**config.mk**
```make
export PLATFORM = sky130hd
export DESIGN_NAME = pipelined_csel_adder_flat
export DESIGN_NICKNAME = d
export VERILOG_FILES = /design/src/rtl/pipelined_csel_adder_pkg.sv /design/src/rtl/pipelined_csel_adder_if.sv /design/src/rtl/pipelined_csel_adder_csel_block.sv /design/src/rtl/pipelined_csel_adder.sv /design/src/flat_wrapper.sv
export SDC_FILE = /design/constraint.sdc
export NUM_CORES = 2
export LEC_CHECK = 0
export CORE_AREA = 2 2 249 251
export DETAILED_ROUTE_END_ITERATION = 8
export DIE_AREA = 0 0 251 253
export GPL_TIMING_DRIVEN = 0
export PLACE_DENSITY = 0.8
export SLEW_MARGIN = 20
export SYNTH_ARGS = -nofsm -noshare
export SYNTH_HDL_FRONTEND = slang
export SYNTH_SLANG_ARGS = --single-unit
export TNS_END_PERCENT = 5
```
**constraint.sdc**
```tcl
create_clock -name clk -period 6.6 [get_ports clk]
set_clock_uncertainty 0.2 [all_clocks]
set_input_delay 0.66 -clock clk [delete_from_list [all_inputs] [get_ports clk]]
set_output_delay 0.66 -clock clk [all_outputs]
set_load 0.05 [all_outputs]
```
**src/rtl/pipelined_csel_adder_pkg.sv**
```systemverilog
// Shared defaults and parameter helpers for the pipelined carry-select adder.
package adder_pkg;

  localparam int W_DEFAULT      = 128;
  localparam int BLK_DEFAULT    = 4;
  localparam int STAGES_DEFAULT = 4;

  // Number of carry-select blocks each pipeline stage resolves.
  function automatic int blocks_per_stage(int w, int blk, int stages);
    return (w / blk) / stages;
  endfunction

  // Width must split evenly into blocks, and blocks evenly into stages.
  function automatic bit params_legal(int w, int blk, int stages);
    return (blk > 0) && (stages > 0) && (w >= blk) &&
           ((w % blk) == 0) && (((w / blk) % stages) == 0);
  endfunction

endpackage

```
**src/rtl/pipelined_csel_adder_if.sv**
```systemverilog
// Operand/result handshake bundle between operand-fetch, adder and writeback.
interface pipelined_csel_adder_if
  import adder_pkg::*;
#(
  parameter int W = W_DEFAULT
);
  logic         in_valid;
  logic         in_ready;
  logic [W-1:0] a;
  logic [W-1:0] b;
  logic         sub;
  logic         out_valid;
  logic         out_ready;
  logic [W-1:0] sum;
  logic         cout;
  logic         ovf;

  // Producer/consumer side (operand fetch + writeback).
  modport master (
    output in_valid, a, b, sub, out_ready,
    input  in_ready, out_valid, sum, cout, ovf
  );

  // Adder side.
  modport slave (
    input  in_valid, a, b, sub, out_ready,
    output in_ready, out_valid, sum, cout, ovf
  );
endinterface

```
**src/rtl/pipelined_csel_adder_csel_block.sv**
```systemverilog
// One carry-select block: both carry-in outcomes are computed in parallel,
// the incoming carry only drives the final 2:1 select.
module csel_block
  import adder_pkg::*;
#(
  parameter int BLK = BLK_DEFAULT
) (
  input  logic [BLK-1:0] a_i,
  input  logic [BLK-1:0] b_i,
  input  logic           cin_i,
  output logic [BLK-1:0] s_o,
  output logic           co_o
);

  logic [BLK:0] s0;
  logic [BLK:0] s1;

  assign s0 = {1'b0, a_i} + {1'b0, b_i};
  assign s1 = {1'b0, a_i} + {1'b0, b_i} + (BLK+1)'(1);

  assign {co_o, s_o} = cin_i ? s1 : s0;

endmodule

```
**src/rtl/pipelined_csel_adder.sv**
```systemverilog
// Pipelined carry-select adder/subtractor with valid/ready flow control.
// Register stage r holds the sum bits resolved by stages 0..r, the carry
// into stage r+1, and the still-raw A/B' bits of the stages above it, so
// operands are sampled once and skewed down the pipe.
module pipelined_csel_adder
  import adder_pkg::*;
#(
  parameter int W      = W_DEFAULT,
  parameter int BLK    = BLK_DEFAULT,
  parameter int STAGES = STAGES_DEFAULT
) (
  input  logic                         clk,
  input  logic                         rst_n,
  pipelined_csel_adder_if.slave        bus
);

  localparam int BPS = blocks_per_stage(W, BLK, STAGES);
  localparam int SW  = BPS * BLK;   // result bits resolved per stage

  if (!params_legal(W, BLK, STAGES)) begin : g_param_chk
    $error("pipelined_csel_adder: W must be a multiple of BLK and W/BLK a multiple of STAGES");
  end

  logic [STAGES-1:0] en;    // stage r captures from its upstream this cycle
  logic [STAGES-1:0] vld;

  // Ready ripples back from the consumer: a stage may load when it is empty
  // or when its contents move on in the same cycle.
  always_comb begin
    logic go;
    go = bus.out_ready;
    en = '0;
    for (int r = STAGES - 1; r >= 0; r--) begin
      go    = !vld[r] || go;
      en[r] = go;
    end
  end

  assign bus.in_ready = en[0];

  for (genvar r = 0; r < STAGES; r++) begin : g_stg
    localparam int LO = r * SW;       // result bits already resolved upstream
    localparam int RW = W - LO;       // raw operand bits entering this stage

    logic [RW-1:0]    a_in;
    logic [RW-1:0]    b_in;
    logic             c_in;
    logic             v_in;
    logic [SW-1:0]    bs;
    logic [LO+SW-1:0] s_d;
    logic [LO+SW-1:0] s_q;
    logic             c_d;
    logic             c_q;
    logic             vld_q;

    if (r == 0) begin : g_src
      // Subtraction is A + ~B + 1: invert B here, inject the 1 as carry-in.
      assign a_in = bus.a;
      assign b_in = bus.sub ? ~bus.b : bus.b;
      assign c_in = bus.sub;
      assign v_in = bus.in_valid;
      assign s_d  = bs;
    end else begin : g_src
      assign a_in = g_stg[r-1].g_raw.a_q;
      assign b_in = g_stg[r-1].g_raw.b_q;
      assign c_in = g_stg[r-1].c_q;
      assign v_in = g_stg[r-1].vld_q;
      assign s_d  = {bs, g_stg[r-1].s_q};
    end

    for (genvar j = 0; j < BPS; j++) begin : g_blk
      logic cin;
      logic co;
      if (j == 0) begin : g_c
        assign cin = c_in;
      end else begin : g_c
        assign cin = g_blk[j-1].co;
      end
      csel_block #(.BLK(BLK)) u_blk (
        .a_i   (a_in[j*BLK +: BLK]),
        .b_i   (b_in[j*BLK +: BLK]),
        .cin_i (cin),
        .s_o   (bs[j*BLK +: BLK]),
        .co_o  (co)
      );
    end

    assign c_d     = g_blk[BPS-1].co;
    assign vld[r]  = vld_q;

    // Stage valid, carry and resolved sum advance together under en.
    always_ff @(posedge clk or negedge rst_n) begin
      if (!rst_n) begin
        vld_q <= 1'b0;
        c_q   <= 1'b0;
        s_q   <= '0;
      end else if (en[r]) begin
        vld_q <= v_in;
        c_q   <= c_d;
        s_q   <= s_d;
      end
    end

    if (r < STAGES - 1) begin : g_raw
      logic [RW-SW-1:0] a_q;
      logic [RW-SW-1:0] b_q;

      // Carry the unresolved upper operand bits to the next stage.
      always_ff @(posedge clk or negedge rst_n) begin
        if (!rst_n) begin
          a_q <= '0;
          b_q <= '0;
        end else if (en[r]) begin
          a_q <= a_in[RW-1:SW];
          b_q <= b_in[RW-1:SW];
        end
      end
    end else begin : g_out
      logic ovf_q;

      // Signed overflow: operands agree in sign but the result does not.
      always_ff @(posedge clk or negedge rst_n) begin
        if (!rst_n) begin
          ovf_q <= 1'b0;
        end else if (en[r]) begin
          ovf_q <= (a_in[RW-1] == b_in[RW-1]) && (s_d[W-1] != a_in[RW-1]);
        end
      end

      assign bus.out_valid = vld_q;
      assign bus.sum       = s_q;
      assign bus.cout      = c_q;
      assign bus.ovf       = ovf_q;
    end
  end

endmodule

```
**src/flat_wrapper.sv**
```systemverilog
// flat-port wrapper written by rule: the top's interface ports become plain ports
module pipelined_csel_adder_flat import adder_pkg::*;
#(
  parameter int W      = W_DEFAULT,
  parameter int BLK    = BLK_DEFAULT,
  parameter int STAGES = STAGES_DEFAULT
)
  (clk, rst_n, bus_in_valid, bus_a, bus_b, bus_sub, bus_out_ready, bus_in_ready, bus_out_valid, bus_sum, bus_cout, bus_ovf);
  pipelined_csel_adder_if #(.W(W)) bus_i ();
  input  logic clk;
  input  logic rst_n;
  input wire logic [$bits(bus_i.in_valid)-1:0] bus_in_valid;
  input wire logic [$bits(bus_i.a)-1:0] bus_a;
  input wire logic [$bits(bus_i.b)-1:0] bus_b;
  input wire logic [$bits(bus_i.sub)-1:0] bus_sub;
  input wire logic [$bits(bus_i.out_ready)-1:0] bus_out_ready;
  output wire logic [$bits(bus_i.in_ready)-1:0] bus_in_ready;
  output wire logic [$bits(bus_i.out_valid)-1:0] bus_out_valid;
  output wire logic [$bits(bus_i.sum)-1:0] bus_sum;
  output wire logic [$bits(bus_i.cout)-1:0] bus_cout;
  output wire logic [$bits(bus_i.ovf)-1:0] bus_ovf;
  assign bus_i.in_valid = bus_in_valid;
  assign bus_i.a = bus_a;
  assign bus_i.b = bus_b;
  assign bus_i.sub = bus_sub;
  assign bus_i.out_ready = bus_out_ready;
  assign bus_in_ready = bus_i.in_ready;
  assign bus_out_valid = bus_i.out_valid;
  assign bus_sum = bus_i.sum;
  assign bus_cout = bus_i.cout;
  assign bus_ovf = bus_i.ovf;
  pipelined_csel_adder #(.W(W), .BLK(BLK), .STAGES(STAGES)) u_core (.clk(clk), .rst_n(rst_n), .bus(bus_i));
endmodule
```
Word-level counts from Yosys, hierarchy flattened:

Cells that the tools add are included.

* equal/unequal tests: 2
* add/sub/neg operators: 64
* bitwise operators: 1
* reduce and logical (&&, ||, !) cells: 9
* mux-type cells: 33

Operators by type and width (number)
* $add A4 B4 Y5: 32
* $add A5 B1 Y5 const B: 32
* $mux W5: 32
* $mux W128: 1
* $not A128 Y128: 1
* $logic_not A1 Y1: 4
* $logic_or A1 B1 Y1: 4
* $eq A1 B1 Y1: 1
* $logic_and A1 B1 Y1: 1
* $ne A1 B1 Y1: 1

* register bits after elaboration: 713
* word-level logic and storage cells: 128
* output and inout port bits: 132
* bits of input ports: 261

Depth between registers and ports, before layout:

* word-level depth: 12
* depth in mapped cells: 20
* depth with buffers taken out: 18

Cells and area by module:

A second synthesis with hierarchy kept.

* cell total of the unflattened synthesis: 2861
* area total of the unflattened synthesis: 35446.5 um^2

Modules (own cells, without submodules)
* pipelined_csel_adder: sequential area each 17842.1 um^2, instances 1, cells an instance 1773, area each 27478.9 um^2
* csel_block: sequential area each 0.0 um^2, instances 32, cells an instance 34, area each 249.0 um^2

Worst setup path before layout:

OpenSTA, ideal clock, no wires.

* kind: input-to-reg
* start point: input port bus_sub
* end point: register u_core.g_stg[0].s_q[29]
* cell stages on the path: 20
* path slack: 0.737 ns
* setup time: 0.164 ns
* arrival: 5.500 ns
* buffers on the path: 3
* data required time: 6.236 ns
* cell sequence: clkbuf_1 > clkbuf_1 > buf_1 > xor2_1 > ha_1 > fa_1 > ha_1 > nand2_1 > nor4b_1 > mux2i_1 > nor4b_1 > and4bb_2 > nand4_2 > mux2i_1 > mux2i_1 > mux2i_1 > mux2i_1 > xor2_1 > mux2i_1 > a21oi_1

* longest elaborated chain between the ends: 11
* elaborated cells on any way between the ends: 25
* classes of those cells: add/sub: 16; mux: 9

RTL lines
* from (decl): line flat_wrapper.sv:15 `input wire logic [$bits(bus_i.sub)-1:0] bus_sub;`
* $mux W128: line pipelined_csel_adder.sv:59 `assign b_in = bus.sub ? ~bus.b : bus.b;`
* $add A4 B4 Y5: line pipelined_csel_adder_csel_block.sv:18, pipelined_csel_adder_csel_block.sv:19
* $add A5 B1 Y5: line pipelined_csel_adder_csel_block.sv:19 `assign s1 = {1'b0, a_i} + {1'b0, b_i} + (BLK+1)'(1);`
* $mux W5 (7 in a row): line pipelined_csel_adder_csel_block.sv:21 `assign {co_o, s_o} = cin_i ? s1 : s0;`
* $mux W5 (*): line pipelined_csel_adder_csel_block.sv:21
* to (signal assigned): line pipelined_csel_adder.sv:96 `s_q <= '0;`
* to (signal assigned): line pipelined_csel_adder.sv:100 `s_q <= s_d;`
* to (decl): line pipelined_csel_adder.sv:51 `logic [LO+SW-1:0] s_q;`

Every way passes the cells marked *; elsewhere a longest branch is shown, timed or not.
A chain may end at the register's enable or synchronous reset.

Worst setup path in the final report:

* start point: input port bus_sub
* end point: register u_core.g_stg[0].s_q[31]

The elaborated chain is that of the path after synthesis.

==> results.cfg <==
[pwr]
internal_power_mw = 10.6
power.share.switching_pct = 37.9
power.switching_mw = 6.48
cellLeakagePower_nw = 20.2
p_clk_share_pct = 25.4
seqPwrFrac_pct = 38.2
power_density_nw_per_um2 = 408
pwr-share-comb_pct = 36.4
peakVddDrop_mv = 0.293

[global_route]
grt_start_max_net_pins = 107
grt_pass1_vias = 27400
grt_util_all_layers_pct = 29.1
grt_pass1_wl_um = 143000
grt_overflow = 0
antenna_found_initial = 7

[die]
row_count = 91
ios = 393
dieWidth_um = 251
coreArea_sq_um = 61000
dieArea_sq_um = 63500
initial_core_util_pct = 56.1
die_height_um = 253

[synth]
synth-simple-area-share_pct = 21.8
synth_commonest_cells = nand2_1, dfrtp_1, xnor2_1
synth.area.top_cells = dfrtp_1, nand2_1, ha_1
syn-cell-area_sq_um = 34200
synth_top_area_cell = dfrtp_1
synthMostInstantiatedCell = nand2_1
yosysUniqueCellTypes = 66
synth-edff-count = 0
synth_top_family_by_area = simple AND/OR/NAND/NOR gates
synth_xor_area_share_pct = 7.92
yosys_most_used_dff = dfrtp_1
ys_warn_count = 0
synth-seq-cells = 713
synth_top_area_share_pct = 52.1
synthMuxAreaShare_pct = 1.41
synth_fp_nets = 4214
syn_avg_cell_area_sq_um = 9.10
synth_compound_area_share_pct = 6.39
yosysSeqAreaShare_pct = 52.1
postSynthCellCount = 3761
async_flop_share_pct = 100
synthAdderAreaFrac_pct = 7.72

[timing]
period_needed_ns = 6.32
timing.fmax_ghz = 0.158
whs_ns = 0.261
fin_ws_ns = 0.284
worstMarginPinSlew_ns = 1.10
slew_headroom_pct = 26.8
maxSlewViolCount = 0
rsz0062_at_grt = false
period_share_pct = 95.7
timing.final.hold_violations = 0
setup_viol = 0
final.setup.tns_ns = 0

[drt]
remaining_drc_errors = 0
routed_wl_um = 91200
num_vias = 27100
via_per_inst = 5.32
wl_per_cell_um = 17.9
drt_iter0_markers = 1811
ant_nets = 0
dr.pass1.iters = 6

[worst_setup_path]
cp-start-kind = input pin
arrival_ns = 6.65
path_max_fanout = 10
required_ns = 6.93
worst_setup_path_end_kind = register
critPathKind = in2reg

[cells_and_area]
areaGrowthSynthToFinish_pct = 22.5
register_area_sq_um = 17800
multi_input_area_sq_um = 15500
fin_nets = 4690
finalInstanceArea_sq_um = 41900
fillers = 4671
utilization_pct = 68.7
drive_gt1_share_pct = 3.59

[cts]
cts_tree = done
clockBufferDepth = 3
clock_latency_ns = 0.62
htree_levels = 3
cts_buffers = 75
clock-sinks = 713
root_buffer = clkbuf_16
clk_pin_slew_worst_paths_ns = 0.06
cts_setup_buffers = 0

[placed_design]
dp_slack_ns = -1.16
routabilityCongestion = 0.926
place_hpwl_um = 66100
post_dp_cell_area_sq_um = 39400
io_buffers = 391

[hold_path]
hold_path_class = reg2reg

[flow_run]
max_cap_violations = 0

[status]
status = complete, no violations
timing repair:
item                                   in CTS  in global routing
setup endpoints to repair                   8                  5
cloned                                      0                  0
endpoints found under the hold margin      56                  0
resized for setup                           3                  2
hold buffers                                1                  0
per-layer routing:
metal	vias up	GRT usage [%]	part of all wire (%)
li1	12900	-	-
met1	13100	36.2	40
met2	762	49.6	49
met3	209	5.29	6.0
met4	4	13.2	4.6
met5	-	0	0.031
final cells by class:
type | instances | area share, %
sequential | 713 | 42.6
multi-input combinational | 2804 | 36.9
timing repair buffer | 400 | 9.86
clock buffer | 114 | 5.48
tap | 790 | 2.36
buffer | 175 | 1.59
inverter | 68 | 0.609
clock inverter | 17 | 0.585
antenna | 4 | 0.0239
flip-flops by register name, indices dropped and copies added (netlist names):
| name | flops |
|---|---|
| u_core.bus.ovf | 1 |
| u_core.bus.sum | 128 |
| u_core.g_stg.vld_q | 3 |
| u_core.g_stg.g_raw.a_q | 192 |
| u_core.g_stg.g_raw.b_q | 192 |
| u_core.bus.cout | 1 |
| u_core.g_stg.s_q | 192 |
| u_core.bus.out_valid | 1 |
| u_core.g_stg.c_q | 3 |
metrics by stage:
stage	total power, mW	instances
after detailed placement	12.7	4950
after global placement	12.5	4942
after global routing	18.0	5083
after CTS	17.2	5081
final	17.1	5085
after floorplan	10.6	3761
logic make-up after synthesis:
family / after synthesis
and+or+nand+nor: 1872
DFF: 713
AOI/OAI and AO/OA: 386
xor gates and xnor gates: 307
buffers and inverters: 244
adders and majority gates: 192
muxes: 47
power groups by stage:
stage               combinational, mW  sequential [mW]  clock (mW)
floorplan                        3.13             7.49           0
finish                           6.23             6.53        4.35
CTS                              6.24             6.50        4.40
global route                     6.81             6.66        4.57
global placement                 5.97             6.56           0
detailed placement               6.17             6.55           0
worst paths after layout:
check / slack [ns] / depth (start not counted) / to / from
min in group asynchronous: 0.38 / 2 / u_core.g_stg[0].g_raw.a_q[52] / rst_n
worst max register to register: 1.25 / 16 / u_core.g_stg[2].s_q[95] / u_core.g_stg[1].g_raw.b_q[0]
worst max-delay path: 0.28 / 20 / u_core.g_stg[0].s_q[31] / bus_sub
worst min-delay path: 0.26 / 2 / u_core.bus.sum[11] / u_core.g_stg[2].s_q[11]
max in group asynchronous: 3.65 / 6 / u_core.g_stg[0].s_q[26] / rst_n
worst min register to register: 0.26 / 2 / u_core.bus.sum[11] / u_core.g_stg[2].s_q[11]
cell usage in the layout (no fill, tap or decap), types with 99 or more instances in the layout:
cell and instances:
clkbuf_1 169, xor2_1 103, nand2_1 1635, nor2_1 99
a21oi_1 114, dfrtp_1 713, o21ai_0 184, xnor2_1 200
ha_1 160, clkdlybuf4s50_1 390
worst max-delay path, cell delays in order:
cell and delay [ns]:
clkbuf_2 0.32, buf_2 0.53, buf_2 0.42, xor2_1 0.14, ha_1 0.23, fa_1 0.59
ha_1 0.23, nand2_1 0.08, nor4b_1 0.28, mux2i_1 0.16, nor4b_1 0.17, and4bb_2 0.40
nand4_2 0.16, mux2i_1 0.40, mux2i_1 0.37, mux2i_1 0.40, mux2i_1 0.33, xor2_2 0.18
or3_1 0.42, a31oi_1 0.17
Power figures use the tool's default switching activity.
